File: src/rtl/multi_cycle_controller_if.sv
// Control bundle between the multi-cycle MIPS controller and its datapath.
// The master side is the controller; the slave side is the datapath.
interface multi_cycle_controller_if;
    logic [5:0] opcode;
    logic [5:0] func;
    logic       ZERO;
    logic       mem_ready;
    logic       pc_ld;
    logic       i_or_d;
    logic       mem_read;
    logic       mem_write;
    logic       ir_write;
    logic       reg_write;
    logic       reg_dst;
    logic       jal_reg;
    logic       pc_to_reg;
    logic       mem_to_reg;
    logic       alu_src_a;
    logic [1:0] alu_src_b;
    logic [2:0] alu_cntrl;
    logic [1:0] pc_src;
    logic       instr_done;
    logic       illegal;
    logic [3:0] state;

    modport master (
        input  opcode, func, ZERO, mem_ready,
        output pc_ld, i_or_d, mem_read, mem_write, ir_write, reg_write,
               reg_dst, jal_reg, pc_to_reg, mem_to_reg, alu_src_a, alu_src_b,
               alu_cntrl, pc_src, instr_done, illegal, state
    );

    modport slave (
        output opcode, func, ZERO, mem_ready,
        input  pc_ld, i_or_d, mem_read, mem_write, ir_write, reg_write,
               reg_dst, jal_reg, pc_to_reg, mem_to_reg, alu_src_a, alu_src_b,
               alu_cntrl, pc_src, instr_done, illegal, state
    );
endinterface

File: src/rtl/multi_cycle_controller.sv
// Multi-cycle MIPS control FSM: decodes IR fields and sequences a shared
// instruction/data memory datapath with an optional ready handshake.
module multi_cycle_controller #(
    parameter int unsigned MEM_HANDSHAKE = 1
) (
    input logic                      clk,
    input logic                      rst,
    multi_cycle_controller_if.master bus
);
    localparam logic [3:0] ST_IF = 4'd0, ST_ID = 4'd1, ST_MEM_ADDR = 4'd2,
        ST_MEM_RD = 4'd3, ST_MEM_WB = 4'd4, ST_MEM_WR = 4'd5, ST_R_EX = 4'd6,
        ST_R_WB = 4'd7, ST_I_EX = 4'd8, ST_I_WB = 4'd9, ST_BEQ = 4'd10,
        ST_JMP = 4'd11, ST_JAL = 4'd12, ST_JR = 4'd13;

    localparam logic [5:0] OP_RTYPE = 6'b000000, OP_LW = 6'b100011,
        OP_SW = 6'b101011, OP_ADDI = 6'b001000, OP_SLTI = 6'b001010,
        OP_BEQ = 6'b000100, OP_J = 6'b000010, OP_JAL = 6'b000011;
    localparam logic [5:0] FN_ADD = 6'b100000, FN_SUB = 6'b100010,
        FN_AND = 6'b100100, FN_OR = 6'b100101, FN_SLT = 6'b101010,
        FN_JR = 6'b001000;

    localparam logic [2:0] ALU_ADD = 3'b010, ALU_SUB = 3'b110,
        ALU_AND = 3'b000, ALU_OR = 3'b001, ALU_SLT = 3'b111;

    logic [3:0] state_q, state_d;
    logic       mem_rdy, is_rfunc, id_ok;

    logic       mem_read_c, mem_write_c, ir_write_c, reg_write_c;
    logic       pc_write_c, pc_write_cond_c;
    logic       reg_dst_c, jal_reg_c, pc_to_reg_c, mem_to_reg_c;
    logic       i_or_d_c, alu_src_a_c, instr_done_c, illegal_c;
    logic [1:0] alu_src_b_c, pc_src_c;
    logic [2:0] alu_cntrl_c;

    assign mem_rdy  = (MEM_HANDSHAKE == 0) ? 1'b1 : bus.mem_ready;
    assign is_rfunc = (bus.func == FN_ADD) || (bus.func == FN_SUB) ||
                      (bus.func == FN_AND) || (bus.func == FN_OR)  ||
                      (bus.func == FN_SLT);
    assign id_ok    = (bus.opcode == OP_LW)   || (bus.opcode == OP_SW)   ||
                      (bus.opcode == OP_ADDI) || (bus.opcode == OP_SLTI) ||
                      (bus.opcode == OP_BEQ)  || (bus.opcode == OP_J)    ||
                      (bus.opcode == OP_JAL)  ||
                      ((bus.opcode == OP_RTYPE) && (is_rfunc || (bus.func == FN_JR)));

    always_ff @(posedge clk or posedge rst) begin
        if (rst) state_q <= ST_IF;
        else     state_q <= state_d;
    end

    // Next-state decode; undecodable instructions and spare codes fall back to IF
    always_comb begin
        state_d = ST_IF;
        case (state_q)
            ST_IF:       state_d = mem_rdy ? ST_ID : ST_IF;
            ST_ID: begin
                case (bus.opcode)
                    OP_LW, OP_SW:     state_d = ST_MEM_ADDR;
                    OP_ADDI, OP_SLTI: state_d = ST_I_EX;
                    OP_BEQ:           state_d = ST_BEQ;
                    OP_J:             state_d = ST_JMP;
                    OP_JAL:           state_d = ST_JAL;
                    OP_RTYPE: begin
                        if (bus.func == FN_JR) state_d = ST_JR;
                        else if (is_rfunc)     state_d = ST_R_EX;
                        else                   state_d = ST_IF;
                    end
                    default:          state_d = ST_IF;
                endcase
            end
            ST_MEM_ADDR: state_d = (bus.opcode == OP_LW) ? ST_MEM_RD : ST_MEM_WR;
            ST_MEM_RD:   state_d = mem_rdy ? ST_MEM_WB : ST_MEM_RD;
            ST_MEM_WR:   state_d = mem_rdy ? ST_IF : ST_MEM_WR;
            ST_R_EX:     state_d = ST_R_WB;
            ST_I_EX:     state_d = ST_I_WB;
            default:     state_d = ST_IF;
        endcase
    end

    always_comb begin
        mem_read_c = 1'b0;  mem_write_c = 1'b0;  ir_write_c = 1'b0;
        reg_write_c = 1'b0; pc_write_c = 1'b0;   pc_write_cond_c = 1'b0;
        reg_dst_c = 1'b0;   jal_reg_c = 1'b0;    pc_to_reg_c = 1'b0;
        mem_to_reg_c = 1'b0; i_or_d_c = 1'b0;    alu_src_a_c = 1'b0;
        instr_done_c = 1'b0; illegal_c = 1'b0;
        alu_src_b_c = 2'b00; pc_src_c = 2'b00;   alu_cntrl_c = ALU_ADD;
        case (state_q)
            ST_IF: begin
                mem_read_c  = 1'b1;
                alu_src_b_c = 2'b01;
                ir_write_c  = mem_rdy;
                pc_write_c  = mem_rdy;
            end
            ST_ID: begin
                alu_src_b_c  = 2'b11;
                illegal_c    = ~id_ok;
                instr_done_c = ~id_ok;
            end
            ST_MEM_ADDR: begin
                alu_src_a_c = 1'b1;
                alu_src_b_c = 2'b10;
            end
            ST_MEM_RD: begin
                i_or_d_c   = 1'b1;
                mem_read_c = 1'b1;
            end
            ST_MEM_WB: begin
                mem_to_reg_c = 1'b1;
                reg_write_c  = 1'b1;
                instr_done_c = 1'b1;
            end
            ST_MEM_WR: begin
                i_or_d_c     = 1'b1;
                mem_write_c  = 1'b1;
                instr_done_c = mem_rdy;
            end
            ST_R_EX: begin
                alu_src_a_c = 1'b1;
                case (bus.func)
                    FN_SUB:  alu_cntrl_c = ALU_SUB;
                    FN_AND:  alu_cntrl_c = ALU_AND;
                    FN_OR:   alu_cntrl_c = ALU_OR;
                    FN_SLT:  alu_cntrl_c = ALU_SLT;
                    default: alu_cntrl_c = ALU_ADD;
                endcase
            end
            ST_R_WB: begin
                reg_dst_c    = 1'b1;
                reg_write_c  = 1'b1;
                instr_done_c = 1'b1;
            end
            ST_I_EX: begin
                alu_src_a_c = 1'b1;
                alu_src_b_c = 2'b10;
                alu_cntrl_c = (bus.opcode == OP_SLTI) ? ALU_SLT : ALU_ADD;
            end
            ST_I_WB: begin
                reg_write_c  = 1'b1;
                instr_done_c = 1'b1;
            end
            ST_BEQ: begin
                alu_src_a_c     = 1'b1;
                alu_cntrl_c     = ALU_SUB;
                pc_src_c        = 2'b01;
                pc_write_cond_c = 1'b1;
                instr_done_c    = 1'b1;
            end
            ST_JMP: begin
                pc_src_c     = 2'b10;
                pc_write_c   = 1'b1;
                instr_done_c = 1'b1;
            end
            // Link register takes the already-incremented PC as PC takes the target
            ST_JAL: begin
                pc_src_c     = 2'b10;
                pc_write_c   = 1'b1;
                reg_write_c  = 1'b1;
                jal_reg_c    = 1'b1;
                pc_to_reg_c  = 1'b1;
                instr_done_c = 1'b1;
            end
            ST_JR: begin
                pc_src_c     = 2'b11;
                pc_write_c   = 1'b1;
                instr_done_c = 1'b1;
            end
            default: ;
        endcase
    end

    // Strobes are held low for the whole reset interval, not just after the edge
    assign bus.mem_read   = mem_read_c  & ~rst;
    assign bus.mem_write  = mem_write_c & ~rst;
    assign bus.ir_write   = ir_write_c  & ~rst;
    assign bus.reg_write  = reg_write_c & ~rst;
    assign bus.pc_ld      = (pc_write_c | (pc_write_cond_c & bus.ZERO)) & ~rst;
    assign bus.i_or_d     = i_or_d_c;
    assign bus.reg_dst    = reg_dst_c;
    assign bus.jal_reg    = jal_reg_c;
    assign bus.pc_to_reg  = pc_to_reg_c;
    assign bus.mem_to_reg = mem_to_reg_c;
    assign bus.alu_src_a  = alu_src_a_c;
    assign bus.alu_src_b  = alu_src_b_c;
    assign bus.alu_cntrl  = alu_cntrl_c;
    assign bus.pc_src     = pc_src_c;
    assign bus.instr_done = instr_done_c;
    assign bus.illegal    = illegal_c;
    assign bus.state      = state_q;
endmodule

File: src/flat_wrapper.sv
// flat-port wrapper written by rule: the top's interface ports become plain ports
module multi_cycle_controller_flat 
#(
    parameter int unsigned MEM_HANDSHAKE = 1
)
  (clk, rst, bus_opcode, bus_func, bus_ZERO, bus_mem_ready, bus_pc_ld, bus_i_or_d, bus_mem_read, bus_mem_write, bus_ir_write, bus_reg_write, bus_reg_dst, bus_jal_reg, bus_pc_to_reg, bus_mem_to_reg, bus_alu_src_a, bus_alu_src_b, bus_alu_cntrl, bus_pc_src, bus_instr_done, bus_illegal, bus_state);
  multi_cycle_controller_if bus_i ();
  input logic clk;
  input logic rst;
  input wire logic [$bits(bus_i.opcode)-1:0] bus_opcode;
  input wire logic [$bits(bus_i.func)-1:0] bus_func;
  input wire logic [$bits(bus_i.ZERO)-1:0] bus_ZERO;
  input wire logic [$bits(bus_i.mem_ready)-1:0] bus_mem_ready;
  output wire logic [$bits(bus_i.pc_ld)-1:0] bus_pc_ld;
  output wire logic [$bits(bus_i.i_or_d)-1:0] bus_i_or_d;
  output wire logic [$bits(bus_i.mem_read)-1:0] bus_mem_read;
  output wire logic [$bits(bus_i.mem_write)-1:0] bus_mem_write;
  output wire logic [$bits(bus_i.ir_write)-1:0] bus_ir_write;
  output wire logic [$bits(bus_i.reg_write)-1:0] bus_reg_write;
  output wire logic [$bits(bus_i.reg_dst)-1:0] bus_reg_dst;
  output wire logic [$bits(bus_i.jal_reg)-1:0] bus_jal_reg;
  output wire logic [$bits(bus_i.pc_to_reg)-1:0] bus_pc_to_reg;
  output wire logic [$bits(bus_i.mem_to_reg)-1:0] bus_mem_to_reg;
  output wire logic [$bits(bus_i.alu_src_a)-1:0] bus_alu_src_a;
  output wire logic [$bits(bus_i.alu_src_b)-1:0] bus_alu_src_b;
  output wire logic [$bits(bus_i.alu_cntrl)-1:0] bus_alu_cntrl;
  output wire logic [$bits(bus_i.pc_src)-1:0] bus_pc_src;
  output wire logic [$bits(bus_i.instr_done)-1:0] bus_instr_done;
  output wire logic [$bits(bus_i.illegal)-1:0] bus_illegal;
  output wire logic [$bits(bus_i.state)-1:0] bus_state;
  assign bus_i.opcode = bus_opcode;
  assign bus_i.func = bus_func;
  assign bus_i.ZERO = bus_ZERO;
  assign bus_i.mem_ready = bus_mem_ready;
  assign bus_pc_ld = bus_i.pc_ld;
  assign bus_i_or_d = bus_i.i_or_d;
  assign bus_mem_read = bus_i.mem_read;
  assign bus_mem_write = bus_i.mem_write;
  assign bus_ir_write = bus_i.ir_write;
  assign bus_reg_write = bus_i.reg_write;
  assign bus_reg_dst = bus_i.reg_dst;
  assign bus_jal_reg = bus_i.jal_reg;
  assign bus_pc_to_reg = bus_i.pc_to_reg;
  assign bus_mem_to_reg = bus_i.mem_to_reg;
  assign bus_alu_src_a = bus_i.alu_src_a;
  assign bus_alu_src_b = bus_i.alu_src_b;
  assign bus_alu_cntrl = bus_i.alu_cntrl;
  assign bus_pc_src = bus_i.pc_src;
  assign bus_instr_done = bus_i.instr_done;
  assign bus_illegal = bus_i.illegal;
  assign bus_state = bus_i.state;
  multi_cycle_controller #(.MEM_HANDSHAKE(MEM_HANDSHAKE)) u_core (.clk(clk), .rst(rst), .bus(bus_i));
endmodule
File: config.mk
export PLATFORM = sky130hd
export DESIGN_NAME = multi_cycle_controller_flat
export DESIGN_NICKNAME = d
export VERILOG_FILES = /design/src/rtl/multi_cycle_controller_if.sv /design/src/rtl/multi_cycle_controller.sv /design/src/flat_wrapper.sv
export SDC_FILE = /design/constraint.sdc
export NUM_CORES = 1
export LEC_CHECK = 0
export ABC_CLOCK_PERIOD_IN_PS = 2000
export BUFFER_PORTS_ARGS = -buffer_cell sky130_fd_sc_hd__buf_4
export CORE_UTILIZATION = 46
export DETAILED_ROUTE_END_ITERATION = 10
export PLACE_DENSITY_LB_ADDON = 0.12
export SYNTH_ARGS = -nofsm -noshare
export SYNTH_HDL_FRONTEND = slang
export SYNTH_SLANG_ARGS = --single-unit
File: constraint.sdc
create_clock -name clk -period 2 [get_ports clk]
set_input_delay 0.1 -clock clk [delete_from_list [all_inputs] [get_ports clk]]
set_output_delay 0.1 -clock clk [all_outputs]
set_load 0.01 [all_outputs]
Word-level counts from Yosys, hierarchy flattened
Cells that the tools add are included.

operators by class
  equal/unequal tests = 26
  muxes and demuxes = 26
  bitwise logic cells = 9
  reduce and logical (&&, ||, !) cells = 25

operators with widths
  operator                                                          count
  6-bit == test (second input constant)                             7
  4-bit case mux with 7 select lines                                1
  4-bit == test (second input constant)                             6
  4-bit case mux with 6 select lines                                1
  6-bit by 4-bit == test with 1-bit output (second input constant)  3
  4-bit by 3-bit == test with 1-bit output (second input constant)  4
  3-bit 2-to-1 mux                                                  5
  6-bit by 2-bit == test with 1-bit output (second input constant)  2
  1-bit logical OR                                                  12
  1-bit 2-to-1 mux                                                  12
  2-bit case mux with 3 select lines                                2
  3-bit case mux with 4 select lines                                1
  2-bit OR reduction                                                6
  3-bit case mux with 3 select lines                                1
  4-bit by 2-bit == test with 1-bit output (second input constant)  2
  4-bit OR reduction                                                2
  7-bit OR reduction                                                1
  1-bit AND                                                         6
  6-bit by 3-bit == test with 1-bit output (second input constant)  1
  6-bit zero test                                                   1
  4-bit by 1-bit == test with 1-bit output (second input constant)  1
  4-bit zero test                                                   1
  4-bit 2-to-1 mux                                                  1
  1-bit case mux with 3 select lines                                1
  5 further kinds                                                   6

storage, ports and cells
  flip-flop bits (word level) = 4
  input bits = 16
  output and inout port bits = 24
  word-level logic and storage cells = 87

Longest topological paths before layout
Gate-level depths: netlist of run 1.

  word-level depth = 10
  gate-level depth with buffers = 6
  gate-level depth less buffers = 5

Least setup slack after synthesis of run 1
Ideal clock, no wire load.

  path kind = reg-to-output
  from = register u_core.state_q[1] (netlist: u_core.bus.state[1])
  to = output bus_instr_done
  arrival time = 1.528 ns
  data required time = 1.900 ns
  slack = 0.372 ns
  stages on the path, launching flop included = 6
  path buffers = 1
  path through = dfrtp_1 -> clkbuf_1 -> nor2b_1 -> nand2_1 -> o32a_1 -> a311oi_2

between the ends
  word-level cells in the longest chain between the ends = 3
  elaborated cells on any way between the ends = 11
  those cells by class = 9 x eq/ne; 1 x mux; 1 x reduce/logical

RTL lines
  item                                                                              line                          text
  start: declaration                                                                multi_cycle_controller.sv:25  logic [3:0] state_q, state_d;
  start signal: assignment                                                          multi_cycle_controller.sv:47  else state_q <= state_d;
  4-bit by 3-bit == test with 1-bit output / 4-bit == test (equally long branches)  multi_cycle_controller.sv:86  case (state_q)
  7-bit OR reduction (no line)                                                      -
  1-bit case mux with 3 select lines (*)                                            multi_cycle_controller.sv:86
  end: declaration                                                                  flat_wrapper.sv:28            output wire logic [$bits(bus_i.instr_done)-1:0] bus_instr_done;

Every way passes the cells marked *; elsewhere a longest branch is shown, timed or not.

Worst setup path in the final report of run 1
Same ends and word-level chain as after synthesis.

==> impl_results.md, run 1 <==
- Status: finished, final reports clean
- Gpl congestion: 0.806
- Worst Path Max Fanout: 4
- Hpwl dp: 1980 um
- Grt total ovfl: 0
- Placed cell area: 0.00117 mm^2
- Final hold violations: 0
- VDD IR max: 0.207 mV
- Number of CTS-inserted buffers: 3
- Post-Syn Nets: 145
- H-Tree Depth: 1
- Worst Setup End Kind: primary output
- Ys async rst share: 100%
- Syn. warnings: 0
- Initial DRC Count: 30
- Count of different cell masters after synthesis: 45
- Post-Route Setup TNS: 0 ns
- Worst Hold Class: primary input to flip-flop
- Routed len/inst: 13.4 um
- Die footprint: 0.00203 mm^2
- R2R Path Start: u_core.bus.state[1]
- Hold Crit Depth: 2
- Critical-path cell list: nor2b_2 > nand2_1 > o32a_1 > a311oi_2 > buf_4
- Num ports: 40
- Clock skew: 0.0141 ns
- Nets: 186
- Setup violations, final: 0
- Mapped Area: 852 um^2
- Post-synth EDFFs: 0
- Worst R2R Setup Slack: 0.47 ns
- Layout area overhead: 41.9%
- First-pass GRT wire length: 4470 um
- Number of global-route vias before repair: 1,061
- Reg clk slew, reported paths: 0.05 ns
- Fin area: 0.00121 mm^2
- Reg2reg path depth: 5
- RSZ-0062 raised after global routing: no
- Post-synthesis sequential area ratio: 11.7%
- Total GRT Usage: 29.9%
- Most used DFF post-synth: dfrtp_1
- Min-delay src: bus_opcode[0]
- Initial Util: 49.3%
- Fmax achieved: 0.534 GHz
- Worst slew margin: 74.5%
- Kind of critical path: flip-flop to primary output
- DR vias/cell: 5.89
- Largest net degree at the start of global routing: 20
- Max FFs per register: 4
- Clock sinks: 4
- Worst R2R End: u_core.bus.state[0]
- Cell count after synthesis: 129
- DR vias: 1,136
- Max-cap violations: 0
- Fin crit share: 93.6%
- CTS tree: built
- Antenna violations before repair: 0
- Slew at the pin closest to its max-slew limit: 0.381 ns
- Synth Area in Simple Gates: 46.4%
- Bufs on Longest Clock Path: 2
- Final critical-path required period: 1.87 ns
- Data required time of the worst path: 1.90 ns
- Commonest non-fill, non-tap cell in the layout: buf_4
- CTS Root Cell: clkbuf_4
- Cell Pwr Density: 308 mW/mm^2
- Leakage: 0.551 nW
- Synth Area in Compound Gates: 33.3%
- DRC viols: 0
- Fin. max-slew vios: 0
- Die X: 45.0 um
- Die Span Y: 45.0 um
- Synth Area in Adders: 0%
- First drt pass iteration count: 4
- Postcts setup bufs: 0
- Worst path max stage delay: 0.40 ns
- Antenna fix cells: 0
- Mux share of post-synthesis cell area: 2.50%
- Layout cells sized above 1: 33.3%
- FP Rows: 15
- Critical path's slowest cell: dfrtp_1
- IO Port Bufs: 39
- Clk Latency, worst-skew pair: 0.26 ns
- Arr. time, crit path: 1.77 ns
- Wirelength, routed: 2580 um
- Largest family of logic cells by synthesized area: simple AND/OR/NAND/NOR gates
- Post-Synth XOR/XNOR Area: 0%
- Startpoint types: flip-flop
- Average size of a mapped cell: 6.61 um^2
- Most frequent cells in the layout: 44 x buf_4, 20 x nor2_1, 12 x nand2_1
- Post-DRT Antenna Nets: 0
- Core ar.: 0.00173 mm^2
- Hold endpoint: u_core.bus.state[0]
- Synth Register Bits: 4
where the power goes:
group | internal (mW) | leakage [nW] | switching [mW] | total [mW]
logic | 0.0828 | 0.483 | 0.0920 | 0.175
clock network | 0.0679 | 0.0138 | 0.0448 | 0.113
registers | 0.0838 | 0.0544 | 0.00110 | 0.0849
per-stage QoR:
step                      worst slack (ns)  power, mW  utilization, %  hold slack [ns]  std cells
after detailed placement             0.253      0.257            68.0           0.0372        189
after CTS                           0.0608      0.370            69.9            0.159        193
after floorplan                      0.372      0.181               -           -0.123        129
final                                0.128      0.372            70.0            0.164        193
after global routing                0.0515      0.394            70.0            0.192        193
after global placement               0.301      0.253            68.0           0.0368        189
cell families (layout without fill, tap and decap cells):
kind of cell           count (synthesis)  in the layout
flip-flops                             4              4
multiplexers                           2              2
AND/OR/NAND/NOR                       73             73
buffers and inverters                 12             51
AO/OA/AOI/OAI                         38             38
Yosys cell counts (2+ instances only):
master / number / area (um^2)
o32a_1: 2 / 20.0
a31oi_1: 4 / 25.0
a21oi_1: 7 / 35.0
dfrtp_1: 4 / 100
nor2_1: 20 / 75.1
nand3_1: 3 / 15.0
nand2_1: 12 / 45.0
clkbuf_1: 5 / 18.8
o22ai_1: 3 / 18.8
o21ai_0: 5 / 25.0
nor4_1: 2 / 12.5
nor2b_1: 11 / 68.8
inv_1: 3 / 11.3
and2_1: 3 / 18.8
a22oi_1: 3 / 22.5
and3_1: 4 / 25.0
a32oi_1: 2 / 17.5
nor3b_1: 2 / 15.0
nand2b_1: 6 / 37.5
buf_2: 2 / 10.0
nor3_1: 2 / 10.0
worst max path at each step:
stage	startpoint	end	slack, ns	cells after the start
3_3_place_gp	bus_func[1]	bus_instr_done	0.30	7
6_report	u_core.bus.state[1]	bus_instr_done	0.13	5
4_1_cts	u_core.bus.state[1]	bus_instr_done	0.06	5
5_1_grt	u_core.bus.state[3]	bus_instr_done	0.05	5
3_5_place_dp	bus_func[1]	bus_instr_done	0.25	7
2_1_floorplan	u_core.bus.state[1]	bus_instr_done	0.37	5
routing by layer:
metal  up-vias  part of all wire [%]  global-route usage [%]  wire length (um)
met5         -                     0                       0                 0
met4         0                   2.6                    20.0                68
met3         7                   5.2                    3.60               133
met2        49                    52                    51.6              1350
met1       525                    40                    34.2              1020
li1        555                     -                       -                 -
critical path, delay by kind of cell, from the launching register on:
family                 cells  cell delay, ns
DFF                        1            0.40
and+or+nand+nor            2            0.34
AOI/OAI and AO/OA          2            0.62
buffers and inverters      1            0.16
what timing repair did:
| item | in CTS | in global routing |
|---|---|---|
| hold buffers | 1 | 0 |
| gates resized for setup | 0 | 1 |
| endpoints found under the hold margin | 4 | 0 |
| setup endpoints to repair | 0 | 1 |
layout make-up:
cell class                      instances  area, um^2
Timing Repair Buffer                   45         340
Tap cell                               25        31.3
Inverter                                3        11.3
Fill cell                             165         518
Multi-Input combinational cell        113         703
Sequential cell                         4         100
Clock buffer                            3        22.5
(Power assumes the default switching activity.)
==> inputs of run 2 (changes only) <==
--- a/config.mk
+++ b/config.mk
@@ -5,9 +5,10 @@
 export SDC_FILE = /design/constraint.sdc
 export NUM_CORES = 1
 export LEC_CHECK = 0
+export ABC_AREA = 1
 export ABC_CLOCK_PERIOD_IN_PS = 2000
 export BUFFER_PORTS_ARGS = -buffer_cell sky130_fd_sc_hd__buf_4
-export CORE_UTILIZATION = 46
+export CORE_UTILIZATION = 43
 export DETAILED_ROUTE_END_ITERATION = 10
 export PLACE_DENSITY_LB_ADDON = 0.12
 export SYNTH_ARGS = -nofsm -noshare
==> impl_results.md, run 2 <==
- Post-synth top cells: 30 x nand2_1, 26 x nor2_1, 25 x inv_1
- Commonest non-fill, non-tap cell in the layout: buf_4
- Reg clk slew, reported paths: 0.03 ns
- Gpl congestion: 0.941
- Logic pwr share: 67.1%
- Setup violations, final: 0
- DRC viols: 0
- CTS Root Cell: clkbuf_4
- RSZ-0062 raised after global routing: no
- Most used DFF post-synth: dfrtp_1
- Post-Syn Nets: 157
- Bufs on Longest Clock Path: 2
- Cell count after synthesis: 141
- Critical path's slowest cell: dfrtp_1
- Clock sinks: 4
- DP Cell Count: 195
- DR vias/cell: 4.99
- Post-DRT Antenna Nets: 0
- DR vias: 994
- Startpoint types: flip-flop
- Slew at the pin closest to its max-slew limit: 0.277 ns
- Final hold violations: 0
- Hpwl dp: 1660 um
- Post-synthesis sequential area ratio: 13.9%
- Fmax achieved: 0.592 GHz
- Die X: 42.9 um
- Internal power: 0.364 mW
- Area leader, netlist: nand2_1
- Status: finished, final reports clean
- Largest net degree at the start of global routing: 8
- Layout cells sized above 1: 32.2%
- Post-synth EDFFs: 0
- Antenna fix cells: 0
- Max FFs per register: 4
- CTS tree: built
- Arr. time, crit path: 1.59 ns
- Synth Register Bits: 4
- CP Buf/Inv Count: 4
- Antenna violations before repair: 0
- Syn. warnings: 0
- Wirelength, routed: 1910 um
- Initial Util: 46.7%
- Die footprint: 0.00184 mm^2
- Core ar.: 0.00154 mm^2
- Worst Hold Class: primary input to flip-flop
- Total power: 0.679 mW
- Count of different cell masters after synthesis: 20
- Total GRT Usage: 22.3%
- VDD IR max: 0.572 mV
- Worst path max stage delay: 0.46 ns
- Layout area overhead: 47.0%
- Leakage: 0.691 nW
- Clk Latency, worst-skew pair: 0.22 ns
- Most frequent CP cell: inv_2
- Most instantiated library cell after synthesis: nand2_1
- Cell Pwr Density: 642 mW/mm^2
- Worst Setup End Kind: primary output
- Switch Pwr: 0.315 mW
- First-pass GRT wire length: 3260 um
- Number of global-route vias before repair: 809
- Grt total ovfl: 0
- Kind of critical path: flip-flop to primary output
- Mapped Area: 719 um^2
- Net Sw Frac: 46.4%
- Num ports: 40
- Clock Power Share: 13.7%
- Top-area cell type share of the netlist area: 15.7%
- Worst slew margin: 81.6%
- First drt pass iteration count: 4
- IO Port Bufs: 39
- Average size of a mapped cell: 5.10 um^2
- Fin. max-slew vios: 0
- Data required time of the worst path: 1.90 ns
- FP Rows: 14
- Die Span Y: 42.9 um
- Final critical-path required period: 1.69 ns
- FILL cells: 153
- Initial DRC Count: 24
- Number of CTS-inserted buffers: 3
- Nets: 201
- Cell family with most CP delay: simple AND/OR/NAND/NOR gates
- Ys async rst share: 100%
- Clock skew: 0.000903 ns
- Final setup margin: 0.311 ns
- Critical-path cell list: nor2_2 > inv_2 > nor2_4 > inv_2 > nor2_1 > nand2_1 > inv_1 > buf_4
- Routed len/inst: 9.60 um
- Sequential power share: 19.2%
- H-Tree Depth: 1
- Ranking of synthesized cells by area: nand2_1 16%, dfrtp_1 14%, nor2_1 14%
- Max-cap violations: 0
- Worst Path Max Fanout: 7
- Pre-CTS setup slack: 0.561 ns
- Hold Slack: 0.269 ns
- Fin crit share: 84.5%
- Layout Cells excl Fill: 199
- Most frequent cells in the layout: 39 x buf_4, 30 x nand2_1, 26 x nor2_1
- Post-Route Setup TNS: 0 ns
==> run 2: final cells by class <==
class                   count  area (um^2)  area share [%]
clock buffers               3         22.5            2.13
inverters                  33          124            11.7
multi-input cells         103          488            46.2
flip-flops and latches      4          100            9.47
well taps                  16         20.0            1.89
repair buffers             40          303            28.6
==> run 2: power by group through the flow <==
stage / Combinational [mW] / Clock, mW / Sequential (mW)
3_5_place_dp: 0.454 / 0 / 0.131
4_1_cts: 0.458 / 0.0970 / 0.130
2_1_floorplan: 0.247 / 0 / 0.135
5_1_grt: 0.505 / 0.105 / 0.134
6_report: 0.455 / 0.0933 / 0.130
3_3_place_gp: 0.450 / 0 / 0.130
==> run 2: path summary, 6_finish.rpt <==
| check | from | end | slack (ns) | depth (start not counted) |
|---|---|---|---|---|
| max | u_core.bus.state[3] | bus_illegal | 0.31 | 8 |
| min reg2reg | u_core.bus.state[2] | u_core.bus.state[3] | 0.76 | 3 |
| max reg2reg | u_core.bus.state[0] | u_core.bus.state[0] | 0.71 | 7 |
| min in group asynchronous | rst | u_core.bus.state[1] | 0.35 | 3 |
| min | bus_opcode[4] | u_core.bus.state[2] | 0.27 | 5 |
| max in group asynchronous | rst | u_core.bus.state[3] | 1.51 | 3 |
==> run 2: cell families after synthesis <==
logic type | count (synthesis) | share of synthesized area, %
flip-flops | 4 | 13.9
AO/OA/AOI/OAI | 13 | 10.8
AND/OR/NAND/NOR | 90 | 57.0
buffers and inverters | 34 | 18.3
==> run 2: per-layer routing <==
| layer | vias to the layer above | track usage [%] | wire length (um) |
|---|---|---|---|
| li1 | 530 | - | - |
| met1 | 424 | 31.1 | 886 |
| met2 | 40 | 37.3 | 871 |
| met3 | 0 | 2.13 | 153 |
| met4 | 0 | 3.75 | 0 |
| met5 | - | 0 | 0 |
==> run 2: tightest hold or removal path, delay by kind of cell <==
kind          cells  cell delay (ns)
buf+inv           1             0.09
simple gates      4             0.27
==> run 2: timing repair <==
| item | in CTS | in global routing |
|---|---|---|
| hold buffers | 1 | 0 |
| buffers inserted | 0 | 0 |
| hold endpoints to repair | 4 | 0 |
| gates resized for setup | 0 | 0 |
==> run 2: per-stage QoR <==
step | utilization, % | cell area, um^2
2_1_floorplan | - | 719
3_3_place_gp | 66.5 | 1020
3_5_place_dp | 66.5 | 1020
4_1_cts | 68.6 | 1060
5_1_grt | 68.6 | 1060
6_report | 68.6 | 1060
